[src/rtl/cpu_aux_units.sv]
// Auxiliary datapath for the 16-bit CPU: combinational ALU, interrupt priority
// encoder and an enable-gated clock divider with a registered rise tick.
module cpu_aux_units #(
  parameter int WIDTH   = 8,
  parameter int DIVISOR = 4
) (
  input  logic             clk,
  input  logic             reset,
  input  logic [WIDTH-1:0] alu_a,
  input  logic [WIDTH-1:0] alu_b,
  input  logic [2:0]       op_alu,
  output logic [WIDTH-1:0] alu_y,
  output logic             alu_z,
  input  logic             ie1,
  input  logic             ie2,
  input  logic             ie3,
  input  logic             ie4,
  output logic [1:0]       int_sel,
  output logic             int_any,
  input  logic             div_en,
  output logic             clk_out,
  output logic             div_tick
);

  localparam int HALF = DIVISOR / 2;
  localparam int CW   = (HALF > 1) ? $clog2(HALF) : 1;
  localparam logic [CW-1:0] CNT_LAST = CW'(HALF - 1);

  logic [CW-1:0] cnt_q, cnt_d;
  logic          clk_out_q, clk_out_d;
  logic          tick_q, tick_d;
  logic          wrap;

  always_comb begin
    alu_y = alu_a;
    case (op_alu)
      3'b000:  alu_y = alu_a;
      3'b001:  alu_y = ~alu_a;
      3'b010:  alu_y = alu_a + alu_b;
      3'b011:  alu_y = alu_a - alu_b;
      3'b100:  alu_y = alu_a & alu_b;
      3'b101:  alu_y = alu_a | alu_b;
      3'b110:  alu_y = -alu_a;
      default: alu_y = -alu_b;
    endcase
  end

  assign alu_z = (alu_y == '0);

  // ie1 has the highest priority; with no request int_sel falls back to 00.
  always_comb begin
    int_sel = 2'b00;
    if (ie1)      int_sel = 2'b00;
    else if (ie2) int_sel = 2'b01;
    else if (ie3) int_sel = 2'b10;
    else if (ie4) int_sel = 2'b11;
  end

  assign int_any = ie1 | ie2 | ie3 | ie4;

  always_comb begin
    wrap      = div_en && (cnt_q == CNT_LAST);
    cnt_d     = cnt_q;
    clk_out_d = clk_out_q;
    if (div_en) begin
      if (cnt_q == CNT_LAST) begin
        cnt_d     = '0;
        clk_out_d = ~clk_out_q;
      end else begin
        cnt_d = cnt_q + 1'b1;
      end
    end
    // Tick is registered alongside the 0->1 toggle so both change on the same edge.
    tick_d = wrap && !clk_out_q;
  end

  always_ff @(posedge clk or negedge reset) begin
    if (!reset) begin
      cnt_q     <= '0;
      clk_out_q <= 1'b0;
      tick_q    <= 1'b0;
    end else begin
      cnt_q     <= cnt_d;
      clk_out_q <= clk_out_d;
      tick_q    <= tick_d;
    end
  end

  assign clk_out  = clk_out_q;
  assign div_tick = tick_q;

endmodule

[config.mk]
export PLATFORM = sky130hd
export DESIGN_NAME = cpu_aux_units
export DESIGN_NICKNAME = d
export VERILOG_FILES = /design/src/rtl/cpu_aux_units.sv
export SDC_FILE = /design/constraint.sdc
export NUM_CORES = 1
export LEC_CHECK = 0
export CAP_MARGIN = 20
export CORE_MARGIN = 4
export CORE_UTILIZATION = 50
export DETAILED_ROUTE_END_ITERATION = 7
export GPL_TIMING_DRIVEN = 1
export PLACE_DENSITY = 0.83
export SYNTH_ARGS = -nofsm -noshare
export SYNTH_HDL_FRONTEND = slang
export SYNTH_SLANG_ARGS = --single-unit
[constraint.sdc]
create_clock -name clk -period 8.2 [get_ports clk]
set_input_delay 1.64 -clock clk [delete_from_list [all_inputs] [get_ports clk]]
set_output_delay 1.64 -clock clk [all_outputs]
set_load 0.005 [all_outputs]
# After elaboration in Yosys (flattened, before gate mapping)
# Cells that the tools add are included.
# op_classes
bitwise	7
div_mod_pow	0
n_addsub	5
mux	6
magnitude_cmp	0
reduce_logical	6
multipliers	0
eq_ne	6
shift	0
# op_table
cell	n
case mux 8 bit (7 select lines)	1
negation 8 bit	2
equality test 3 bit (second input constant)	3
adder 8 bit	1
AND 8 bit	1
logical NOT 8 bit	1
2-to-1 mux 2 bit	4
NOT 8 bit	1
OR 8 bit	1
subtractor 8 bit	1
equality test 3 x 2 -> 1 bit (second input constant)	2
equality test 3 x 1 -> 1 bit (second input constant)	1
logical NOT 3 bit	1
OR 1 bit	3
logical AND 1 bit	2
AND reduction 2 bit	1
adder 1 bit (second input constant)	1
logical NOT 1 bit	1
2-to-1 mux 1 bit	1
NOT 1 bit	1
# totals
in_bits	26
output_inout_bits	14
mem_count	0
ramBits	0
mem_bits_ro	0
elab_cells	33
reg_bits	3
latch_bits	0

# Depth between registers and ports, before layout
# depth
depth_word	4
ltp_mapped	12
depth_no_buf	12

# Worst setup path after synthesis
# Ideal clock, no wire load.
# synth_timing
path_kind	in2out
startpoint	input port op_alu[1]
endpoint	output port alu_z
n_path_buf	2
slack_ns	2.156
arrival_time_ns	4.404
cell_stages	11
t_required_ns	6.560
path_cell_list	clkbuf_1 and3b_1 clkbuf_1 mux2_2 fa_1 nor2b_1 o22ai_1 xnor2_1 a211o_1 or4b_1 nor4_2
# synth_via
elab_chain_cells	3
elab_cells_between_ends	9
classes_between	eq/ne: 6; mux: 1; reduce/logical: 2
# synth_rtl
element	line	rtl
start, declared	11	input logic [2:0] op_alu,
equality test 3 bit, or another cell as far along	36	case (op_alu)
case mux 8 bit (7 select lines) (*)	36	
net alu_y[4]	12	output logic [WIDTH-1:0] alu_y,
logical NOT 8 bit (*)	48	assign alu_z = (alu_y == '0);
end, declared	13	output logic alu_z,
# Mark *: on every way through the listed nets, which the timed path passes. The rest lies on a longest branch.

# Worst setup path after layout
# layout_timing
startpoint	input port op_alu[2]
endpoint	output port alu_z
# layout_via
elab_chain_cells	3
elab_cells_between_ends	9
classes_between	eq/ne: 6; mux: 1; reduce/logical: 2
# layout_rtl
element	line
equality test 3 bit, or another cell as far along	36
case mux 8 bit (7 select lines) (*)	36
logical NOT 8 bit (*)	48
# Every way passes the cells marked *; elsewhere a longest branch is shown, timed or not.

==> results.toml <==
[clock_network]
cts_tree = "built"
path_clk_slew_ns = 0.03
hold_buffers = 0
ctsLongestPathBuffers = 2
clock_latency_ns = 0.23
post_cts_resized = 0
post_cts_buffers = 0
root_buffer = "clkbuf_4"
clkSinkCount = 3
ctsHtreeMaxLevel = 1
numCtsBuffers = 3

[floorplan]
die_x_um = 61.27
core_um2 = 2734
die_height_um = 61.27
io_pins = 40
fp-row-count = 19
initial_core_util_pct = 51.90
dieArea_um2 = 3754

[setup_path]
cp.required_ns = 6.56
worst-path-buf-inv = 3
crit_type = "in -> out"
worstSetupEndpointType = "primary output"
slowest_delay_ns = 0.53
arrival_ns = 5.44
cp-start-kind = "input pin"
slowest_stage = "or4b_1"
r2r_slack_ns = 7.50
cpMostUsedCell = "clkdlybuf4s50_1"
path_max_fanout = 26
cp_top_family = "simple AND/OR/NAND/NOR gates"
crit_path_cell_trace = "clkdlybuf4s50_1 -> buf_4 -> and3b_1 -> mux2_2 -> fa_1 -> nor2b_1 -> o22ai_1 -> xnor2_1 -> a211o_1 -> or4b_1 -> nor4_2 -> clkdlybuf4s50_1"

[global_route]
antenna_found_initial = 0
use_met2_pct = 35.05
grtUsageMet3_pct = 3.564
grt_start_max_net_pins = 29
grt_pass1_wl_um = 6596
met1_usage_pct = 33.00
busiest_layer = "met2"
overflow = 0
grt_pass1_vias = 1437
grt_usage_pct = 23.07

[synth]
syn_area_per_cell_um2 = 7.094
synth_edf_count = 0
syn-num-nets = 238
synthFlopType = "dfrtp_1"
seq_area_frac_synth_pct = 5.291
ys_types = 62
ys_ff_latch = 3
synthArstFlopShare_pct = 100.0
synth_area_um2 = 1419
yosysWarnings = 0
syn_inst = 200

[pwr]
leakagePower_nw = 0.7194
vdd_drop_max_mv = 0.1138
powerDensity_nw_per_um2 = 102.3
power_w = 0.0001880

[placement]
io_buffers = 39
place_hpwl_um = 3256
gp_congestion = 0.9317

[sta]
worst_slew_pin_slew_ns = 0.6636
hold_violations = 0
period_share_pct = 86.30
slew_viol_final = 0
relSlewSlack_pct = 55.35
fin_skew_ns = 0.003076
hold_ws_ns = 0.4781
setup_viol = 0
tns_ns = 0
rsz0062_at_grt = "false"
fin_crit_ns = 7.077
fmaxAchievable_mhz = 141.3

[routing]
wl_per_cell_um = 15.24
vias = 1647
drc = 0
final_antenna_net_count = 0
via_per_inst = 6.215
wl_um = 4038
first_iter_violations = 103
firstDrtPassIters = 4

[layout]
syn_to_final_growth_pct = 29.54
post_route_cells_drive_above_1_share_pct = 7.265
nFillCells = 260
fin_util_pct = 67.23
final_net_count = 273
n_antenna_cell = 0

[hold_path]
hp-class = "reg -> reg"

[job]
drv_cap = 0

[run_status]
status = "finished clean"
-- path summary, 6_finish.rpt --
| check | start | endpoint | depth (start not counted) |
|---|---|---|---|
| max in group asynchronous | reset | div_tick$_DFF_PN0_ | 1 |
| setup / recovery | op_alu[2] | alu_z | 12 |
| min in group asynchronous | reset | cnt_q$_DFFE_PN0P_ | 1 |
| hold / removal | clk_out$_DFFE_PN0P_ | div_tick$_DFF_PN0_ | 1 |
| hold reg to reg | clk_out$_DFFE_PN0P_ | div_tick$_DFF_PN0_ | 1 |
| setup reg to reg | cnt_q$_DFFE_PN0P_ | clk_out$_DFFE_PN0P_ | 2 |
-- per-layer routing --
layer | wire (um) | part of all wire (%)
met3 | 353 | 8.7
met5 | 0 | 0
met1 | 1787 | 44
met2 | 1825 | 45
met4 | 72 | 1.8
-- logic make-up (layout without fill, tap and decap cells) --
kind of cell	after synthesis	count (layout)	share of synthesized area [%]
AND/OR/NAND/NOR	77	77	30.34
AO/OA/AOI/OAI	61	61	31.13
buffers and inverters	24	58	7.319
XOR/XNOR	18	18	11.11
adder cells (fa/ha/maj)	15	15	13.23
flip-flops	3	3	5.291
multiplexers	2	2	1.587
-- cell usage after synthesis, types with 4 or more instances --
cell / number / area (um^2)
nor2_1: 22 / 82.58
xnor2_1: 16 / 140.1
a21oi_1: 15 / 75.07
nand2b_1: 12 / 75.07
ha_1: 11 / 137.6
inv_1: 11 / 41.29
nand2_1: 8 / 30.03
o21ai_0: 8 / 40.04
nor3_1: 7 / 35.03
nor2b_1: 6 / 37.54
buf_2: 5 / 25.02
clkbuf_1: 5 / 18.77
a2111oi_0: 4 / 35.03
-- cells in the final DEF (no fill, tap or decap), types with 4 or more instances in the layout --
cell,netlist,routed
nor2_1,22,22
inv_1,11,11
nor2b_1,6,6
o21ai_0,8,8
nand2b_1,12,12
a21oi_1,15,15
clkdlybuf4s50_1,0,39
ha_1,11,11
nand2_1,8,8
a2111oi_0,4,4
nor3_1,7,7
xnor2_1,16,16
-- per-stage QoR --
step,std cells,setup slack (ns),area (um^2)
finish,265,1.123,1838
detailed placement,261,1.135,1812
CTS,265,1.131,1838
global route,265,0.9033,1838
floorplan,200,2.156,1419
global placement,261,1.200,1812
-- worst reg2reg max path, cell delays in order (launching register included) --
cell     delay, ns
dfrtp_1       0.36
nand2_1       0.09
xnor2_1       0.13
-- power breakdown --
group / internal, W / leakage [nW] / switching [W] / total (W)
clock: 0.0000182 / 0.0150 / 0.00000761 / 0.0000258
combinational: 0.0000727 / 0.668 / 0.0000631 / 0.000136
sequential: 0.0000215 / 0.0368 / 0.00000488 / 0.0000264
total: 0.000112 / 0.719 / 0.0000756 / 0.000188
-- layout make-up --
class                   instances  area (um^2)  share of cell area (%)
multi-input cells             173         1240                   67.46
well taps                      31        38.79                   2.110
flip-flops and latches          3        75.07                   4.084
inverters                      12        45.04                   2.451
clock buffers                   4        26.28                   1.430
repair buffers                 42        412.9                   22.46
-- flip-flops by register name (all words and copies together), names as in the netlist --
register,flops
clk_out,1
div_tick,1
cnt_q,1
(Power assumes the default switching activity.)
